`src/rtl/unit_output_recv.sv`:
```
// unit_output_recv
//   Receiving end of a computing unit's output stream. Requests one packet,
//   waits for the 2'b11 header, deserializes OUT_N_WORDS 2-bit words into
//   16-bit words held in a local BRAM, then presents the packet to the
//   arbiter side through a first-word-fall-through empty/rd_en port.
//
// Ports
//   clk, reset   : single clock, synchronous active-high reset
//   unit_empty   : unit has no packet ready when 1
//   unit_rd_en   : one-cycle request to the unit to start streaming
//   unit_din     : serial data from the unit (idle 0)
//   dout         : current packet word, valid when empty=0
//   rd_en        : consumer read strobe
//   empty        : no word available
//   pkt_end      : dout holds the last word of the packet
//   err_timeout  : sticky, header did not arrive in time
//
// state    | meaning
// ---------+----------------------------------------------------------
// IDLE     | local buffer empty, request the next packet when ready
// WAIT_HDR | request sent, waiting up to TIMEOUT cycles for the header
// RECV     | deserializing data words into the BRAM, unit cannot stall
// OUTPUT   | presenting the stored packet to the consumer

module unit_output_recv #(
  parameter int UNIT_OUTPUT_WIDTH = 2,
  parameter int OUT_N_WORDS       = 256 + 32,
  parameter int N_OUT_WORDS16     = OUT_N_WORDS / 8,
  parameter int TIMEOUT           = 64
) (
  input  logic                         clk,
  input  logic                         reset,
  input  logic                         unit_empty,
  output logic                         unit_rd_en,
  input  logic [UNIT_OUTPUT_WIDTH-1:0] unit_din,
  output logic [15:0]                  dout,
  input  logic                         rd_en,
  output logic                         empty,
  output logic                         pkt_end,
  output logic                         err_timeout
);

  if (OUT_N_WORDS % 8 != 0) begin : g_bad_words
    $error("unit_output_recv: OUT_N_WORDS must be a multiple of 8");
  end
  if (UNIT_OUTPUT_WIDTH != 2) begin : g_bad_width
    $error("unit_output_recv: only UNIT_OUTPUT_WIDTH=2 is supported");
  end

  localparam int AW = (N_OUT_WORDS16 > 1) ? $clog2(N_OUT_WORDS16) : 1;
  localparam int TW = (TIMEOUT > 1) ? $clog2(TIMEOUT) : 1;

  typedef enum logic [1:0] {
    IDLE     = 2'd0,
    WAIT_HDR = 2'd1,
    RECV     = 2'd2,
    OUTPUT   = 2'd3
  } state_t;

  state_t          state_q, state_d;
  logic [TW-1:0]   timer_q, timer_d;
  logic [2:0]      bcnt_q, bcnt_d;
  logic [AW-1:0]   wcnt_q, wcnt_d;
  logic [15:0]     sreg_q, sreg_d;
  logic [AW-1:0]   rptr_q, rptr_d;
  logic            valid_q, valid_d;
  logic            unit_rd_en_q, unit_rd_en_d;
  logic            err_q, err_d;
  logic [15:0]     dout_q;
  logic            mem_we;
  logic            rd_fetch;

  logic [15:0] mem [N_OUT_WORDS16];

  always_comb begin
    state_d      = state_q;
    timer_d      = timer_q;
    bcnt_d       = bcnt_q;
    wcnt_d       = wcnt_q;
    sreg_d       = sreg_q;
    rptr_d       = rptr_q;
    valid_d      = valid_q;
    unit_rd_en_d = 1'b0;
    err_d        = err_q;
    mem_we       = 1'b0;
    rd_fetch     = 1'b0;

    case (state_q)
      IDLE: begin
        if (!unit_empty) begin
          unit_rd_en_d = 1'b1;
          timer_d      = '0;
          state_d      = WAIT_HDR;
        end
      end
      WAIT_HDR: begin
        // A header on the final allowed cycle still wins over the timeout.
        if (unit_din == 2'b11) begin
          bcnt_d  = '0;
          wcnt_d  = '0;
          state_d = RECV;
        end else if (timer_q == TW'(TIMEOUT - 1)) begin
          err_d   = 1'b1;
          state_d = IDLE;
        end else begin
          timer_d = timer_q + 1'b1;
        end
      end
      RECV: begin
        // Stale bits from the previous group are overwritten before use,
        // so the shift register never needs clearing.
        sreg_d[2*bcnt_q +: 2] = unit_din;
        bcnt_d = bcnt_q + 1'b1;
        if (bcnt_q == 3'd7) begin
          mem_we = 1'b1;
          wcnt_d = wcnt_q + 1'b1;
          if (wcnt_q == AW'(N_OUT_WORDS16 - 1)) begin
            rptr_d  = '0;
            valid_d = 1'b0;
            state_d = OUTPUT;
          end
        end
      end
      OUTPUT: begin
        // dout is refetched after every accepted read, so empty drops for
        // one cycle between words and a stale word is never shown as valid.
        if (!valid_q) begin
          rd_fetch = 1'b1;
          valid_d  = 1'b1;
        end else if (rd_en) begin
          valid_d = 1'b0;
          if (rptr_q == AW'(N_OUT_WORDS16 - 1)) begin
            state_d = IDLE;
          end else begin
            rptr_d = rptr_q + 1'b1;
          end
        end
      end
      default: state_d = IDLE;
    endcase
  end

  always_ff @(posedge clk) begin
    if (reset) begin
      state_q      <= IDLE;
      timer_q      <= '0;
      bcnt_q       <= '0;
      wcnt_q       <= '0;
      sreg_q       <= '0;
      rptr_q       <= '0;
      valid_q      <= 1'b0;
      unit_rd_en_q <= 1'b0;
      err_q        <= 1'b0;
    end else begin
      state_q      <= state_d;
      timer_q      <= timer_d;
      bcnt_q       <= bcnt_d;
      wcnt_q       <= wcnt_d;
      sreg_q       <= sreg_d;
      rptr_q       <= rptr_d;
      valid_q      <= valid_d;
      unit_rd_en_q <= unit_rd_en_d;
      err_q        <= err_d;
    end
  end

  always_ff @(posedge clk) begin
    if (mem_we) begin
      mem[wcnt_q] <= sreg_d;
    end
  end

  // Registered BRAM read port doubles as the output register.
  always_ff @(posedge clk) begin
    if (reset) begin
      dout_q <= '0;
    end else if (rd_fetch) begin
      dout_q <= mem[rptr_q];
    end
  end

  assign unit_rd_en  = unit_rd_en_q;
  assign dout        = dout_q;
  assign empty       = !valid_q;
  assign pkt_end     = valid_q && (rptr_q == AW'(N_OUT_WORDS16 - 1));
  assign err_timeout = err_q;

endmodule

```
`config.mk`:
```
export PLATFORM = sky130hd
export DESIGN_NAME = unit_output_recv
export DESIGN_NICKNAME = d
export VERILOG_FILES = /design/src/rtl/unit_output_recv.sv
export SDC_FILE = /design/constraint.sdc
export NUM_CORES = 1
export LEC_CHECK = 0
export CORE_ASPECT_RATIO = 0.8
export CORE_MARGIN = 8
export CORE_UTILIZATION = 50
export DETAILED_ROUTE_END_ITERATION = 12
export PLACE_DENSITY_LB_ADDON = 0.05
export SYNTH_ARGS = -nofsm -noshare
export SYNTH_HDL_FRONTEND = slang
export SYNTH_SLANG_ARGS = --single-unit
```
`constraint.sdc`:
```
create_clock -name clk -period 5.4 [get_ports clk]
set_input_delay 0.54 -clock clk [delete_from_list [all_inputs] [get_ports clk]]
set_output_delay 0.54 -clock clk [all_outputs]
set_load 0.03 [all_outputs]
```
==> results.json <==
{
  "fin_ws_ns": 1.56,
  "required_ns": 5.61,
  "slew_violations": 0,
  "fin_util_pct": 57.1,
  "clockBufferDepth": 3,
  "placed_area_sq_um": 26200,
  "worstSetupEndpointType": "flop",
  "endpoint": "mem[10][10]$_DFFE_PP_",
  "grt_pass1_vias": 12800,
  "clock-sinks": 634,
  "place_ws_ns": 1.48,
  "port_buffers": 25,
  "drt-wirelength-per-cell_um": 28.7,
  "nNetsFinal": 1458,
  "grt_util_all_layers_pct": 21.5,
  "layout_common_cells": "edfxtp_1, mux4_2, nor2_1",
  "status": "finished, final reports clean",
  "synth.avg_cell_area_sq_um": 18.3,
  "drc": 0,
  "final-instance-count-excl-fill": 2168,
  "hold_violations": 0,
  "rsz0062_at_grt": "no",
  "htreeDepth": 3,
  "syn_area_sq_um": 25200,
  "relSlewSlack_pct": 7.28,
  "grt_overflow_total": 0,
  "post_cts_buffers": 0,
  "fin_crit_ns": 3.84,
  "clk_pin_slew_worst_paths_ns": 0.06,
  "grt_max_degree": 58,
  "routed_wl_um": 62200,
  "synthesis.nets": 1389,
  "grt_pass1_wl_um": 90000,
  "synth.ff_latch_count": 634,
  "vias": 13100,
  "antennaDiodeCount": 0,
  "hold_buffers": 0,
  "die_x_um": 267,
  "final_common_cell": "edfxtp_1",
  "hpwl_um": 37500,
  "firstDrtPassIters": 6,
  "rows": 73,
  "n_fill_cell": 3809,
  "synthArstFlopShare_pct": 0,
  "path_class": "flop to flop",
  "path_buf_inv": 1,
  "timing.fmax_ghz": 0.260,
  "crit_fanout": 23,
  "synth_edf_count": 576,
  "slowest_delay_ns": 0.92,
  "drtAntennaViolNets": 0,
  "antenna_found_initial": 2,
  "drv_cap": 0,
  "placed_cells_incl_taps": 2049,
  "ys_warn_count": 0,
  "fp.coreArea_sq_um": 49700,
  "drive_gt1_share_pct": 19.9,
  "setup_viol_count_final": 0,
  "synth.distinct_cells": 66,
  "clock-root-buffer": "clkbuf_16",
  "postSynthCellCount": 1373,
  "boundaryPins": 26,
  "crit_cells": 6,
  "fp.dieArea_sq_um": 57800,
  "post_cts_resized": 0,
  "start_util_pct": 50.7,
  "clk_latency_ns": 0.59,
  "synthFlopType": "edfxtp_1",
  "yosysSeqAreaShare_pct": 73.3,
  "worst_pin_slew_ns": 1.38,
  "irDropWorstVdd_mv": 0.323,
  "post-route-period-util_pct": 71.2,
  "cp_cell_sequence": "nor2b_1 > buf_4 > nand2_1 > nor4b_1 > nand2b_1 > nor2_2",
  "skew_ns": 0.0266,
  "reg2reg_depth": 6,
  "cellLeakagePower_nw": 8.95,
  "gp_congestion": 0.818,
  "cpMaxStageDelayCell": "nor4b_1",
  "drtIter0Drc": 1677,
  "vias_per_cell": 6.06,
  "cts_buffers": 66,
  "critical_path.reg2reg.endpoint": "mem[10][10]$_DFFE_PP_",
  "final_area_sq_um": 28400,
  "layout-area-overhead-vs-synth_pct": 12.7,
  "reg2reg_slack_ns": 1.56,
  "power_density_nw_per_um2": 349,
  "hold_path_class": "flop to flop",
  "worstSetupStartpointType": "flop",
  "crit_arrival_ns": 4.05,
  "fin_tns_setup_ns": 0,
  "die_h_um": 217,
  "critPathTopFamily": "simple AND/OR/NAND/NOR gates",
  "cts_tree": "done"
}
[synthesized netlist by cell type, types with 4 or more instances]
master       n  share of area, %
edfxtp_1   576                69
mux4_2     110               9.8
nor2_1      79               1.2
dfxtp_1     58               4.6
nand2_1     45              0.67
mux2i_1     44               1.7
nor2b_1     31              0.77
a21oi_1     27              0.54
nand2b_1    27              0.67
mux2_1      25               1.1
mux2_2      25               1.1
clkbuf_1    24              0.36
buf_2       22              0.44
o21ai_0     21              0.42
nand3_1     20              0.40
o211ai_1    20              0.60
and2_1      18              0.45
o221ai_1    16              0.56
a22oi_1     15              0.45
a2111oi_0   12              0.42
buf_6       12              0.54
or3_1       12              0.30
ha_1        10              0.50
a211oi_1     9              0.27
buf_4        9              0.27
nor3_1       8              0.16
a21boi_1     7              0.21
a31oi_1      7              0.17
and3_1       7              0.17
inv_1        7              0.10
a221o_1      6              0.24
or2_1        6              0.15
buf_1        4             0.060
[worst min path at each step]
| stage | startpoint | to | slack, ns | cells after the start |
|---|---|---|---|---|
| floorplan | timer_q[1]$_SDFFE_PP0P_ | timer_q[1]$_SDFFE_PP0P_ | 0.45 | 2 |
| global placement | err_timeout$_SDFFE_PP0P_ | err_timeout$_SDFFE_PP0P_ | 0.45 | 2 |
| detailed placement | err_timeout$_SDFFE_PP0P_ | err_timeout$_SDFFE_PP0P_ | 0.46 | 2 |
| CTS | err_timeout$_SDFFE_PP0P_ | err_timeout$_SDFFE_PP0P_ | 0.48 | 2 |
| global route | timer_q[1]$_SDFFE_PP0P_ | timer_q[1]$_SDFFE_PP0P_ | 0.50 | 2 |
| finish | err_timeout$_SDFFE_PP0P_ | err_timeout$_SDFFE_PP0P_ | 0.47 | 2 |
[flip-flops by register name, summed over array words and instances, names as in the netlist, 3 cells and up, named ones only]
signal / flops
bcnt_q: 3
dout: 16
mem: 576
rptr_q: 6
sreg_q: 16
timer_q: 6
wcnt_q: 6
[final cells by class]
type	count	area, sq um	share of cell area (%)
Clock inverter	36	355	1.25
Timing Repair Buffer	76	646	2.28
Clock buffer	83	1790	6.31
Multi-Input combinational cell	657	6250	22.0
Inverter	7	26.3	0.0926
Sequential cell	634	18500	65.1
Tap cell	675	845	2.98
[cells by family after synthesis]
| group | after synthesis | share of synthesized area [%] |
|---|---|---|
| muxes | 204 | 13.8 |
| DFF | 634 | 73.3 |
| and+or+nand+nor | 273 | 5.57 |
| adders and majority gates | 10 | 0.497 |
| AOI/OAI and AO/OA | 166 | 4.70 |
| xor gates and xnor gates | 4 | 0.139 |
| buffers and inverters | 82 | 1.96 |
[worst min-delay path, stage by stage (launching register included)]
cell     delay [ns]
dfxtp_1        0.32
a31oi_1        0.04
nor2_1         0.07
[per-layer routing]
| metal | share of wire, % | vias to the layer above | global-route usage, % |
|---|---|---|---|
| met5 | 0 | - | 0 |
| met4 | 2.3 | 0 | 5.89 |
| met3 | 9.3 | 76 | 5.42 |
| met2 | 43 | 527 | 30.3 |
| met1 | 45 | 6875 | 33.0 |
| li1 | - | 5667 | - |
[where the power goes]
group,internal (mW),switching (mW)
registers,5.29,0.0157
clock network,2.69,1.84
logic,0.0296,0.0608
[stage by stage]
step | hold WS [ns] | total power [mW]
2_1_floorplan | 0.449 | 5.46
3_3_place_gp | 0.450 | 5.50
3_5_place_dp | 0.463 | 5.50
4_1_cts | 0.476 | 10.0
5_1_grt | 0.504 | 10.2
6_report | 0.470 | 9.92
Power figures use the tool's default switching activity.
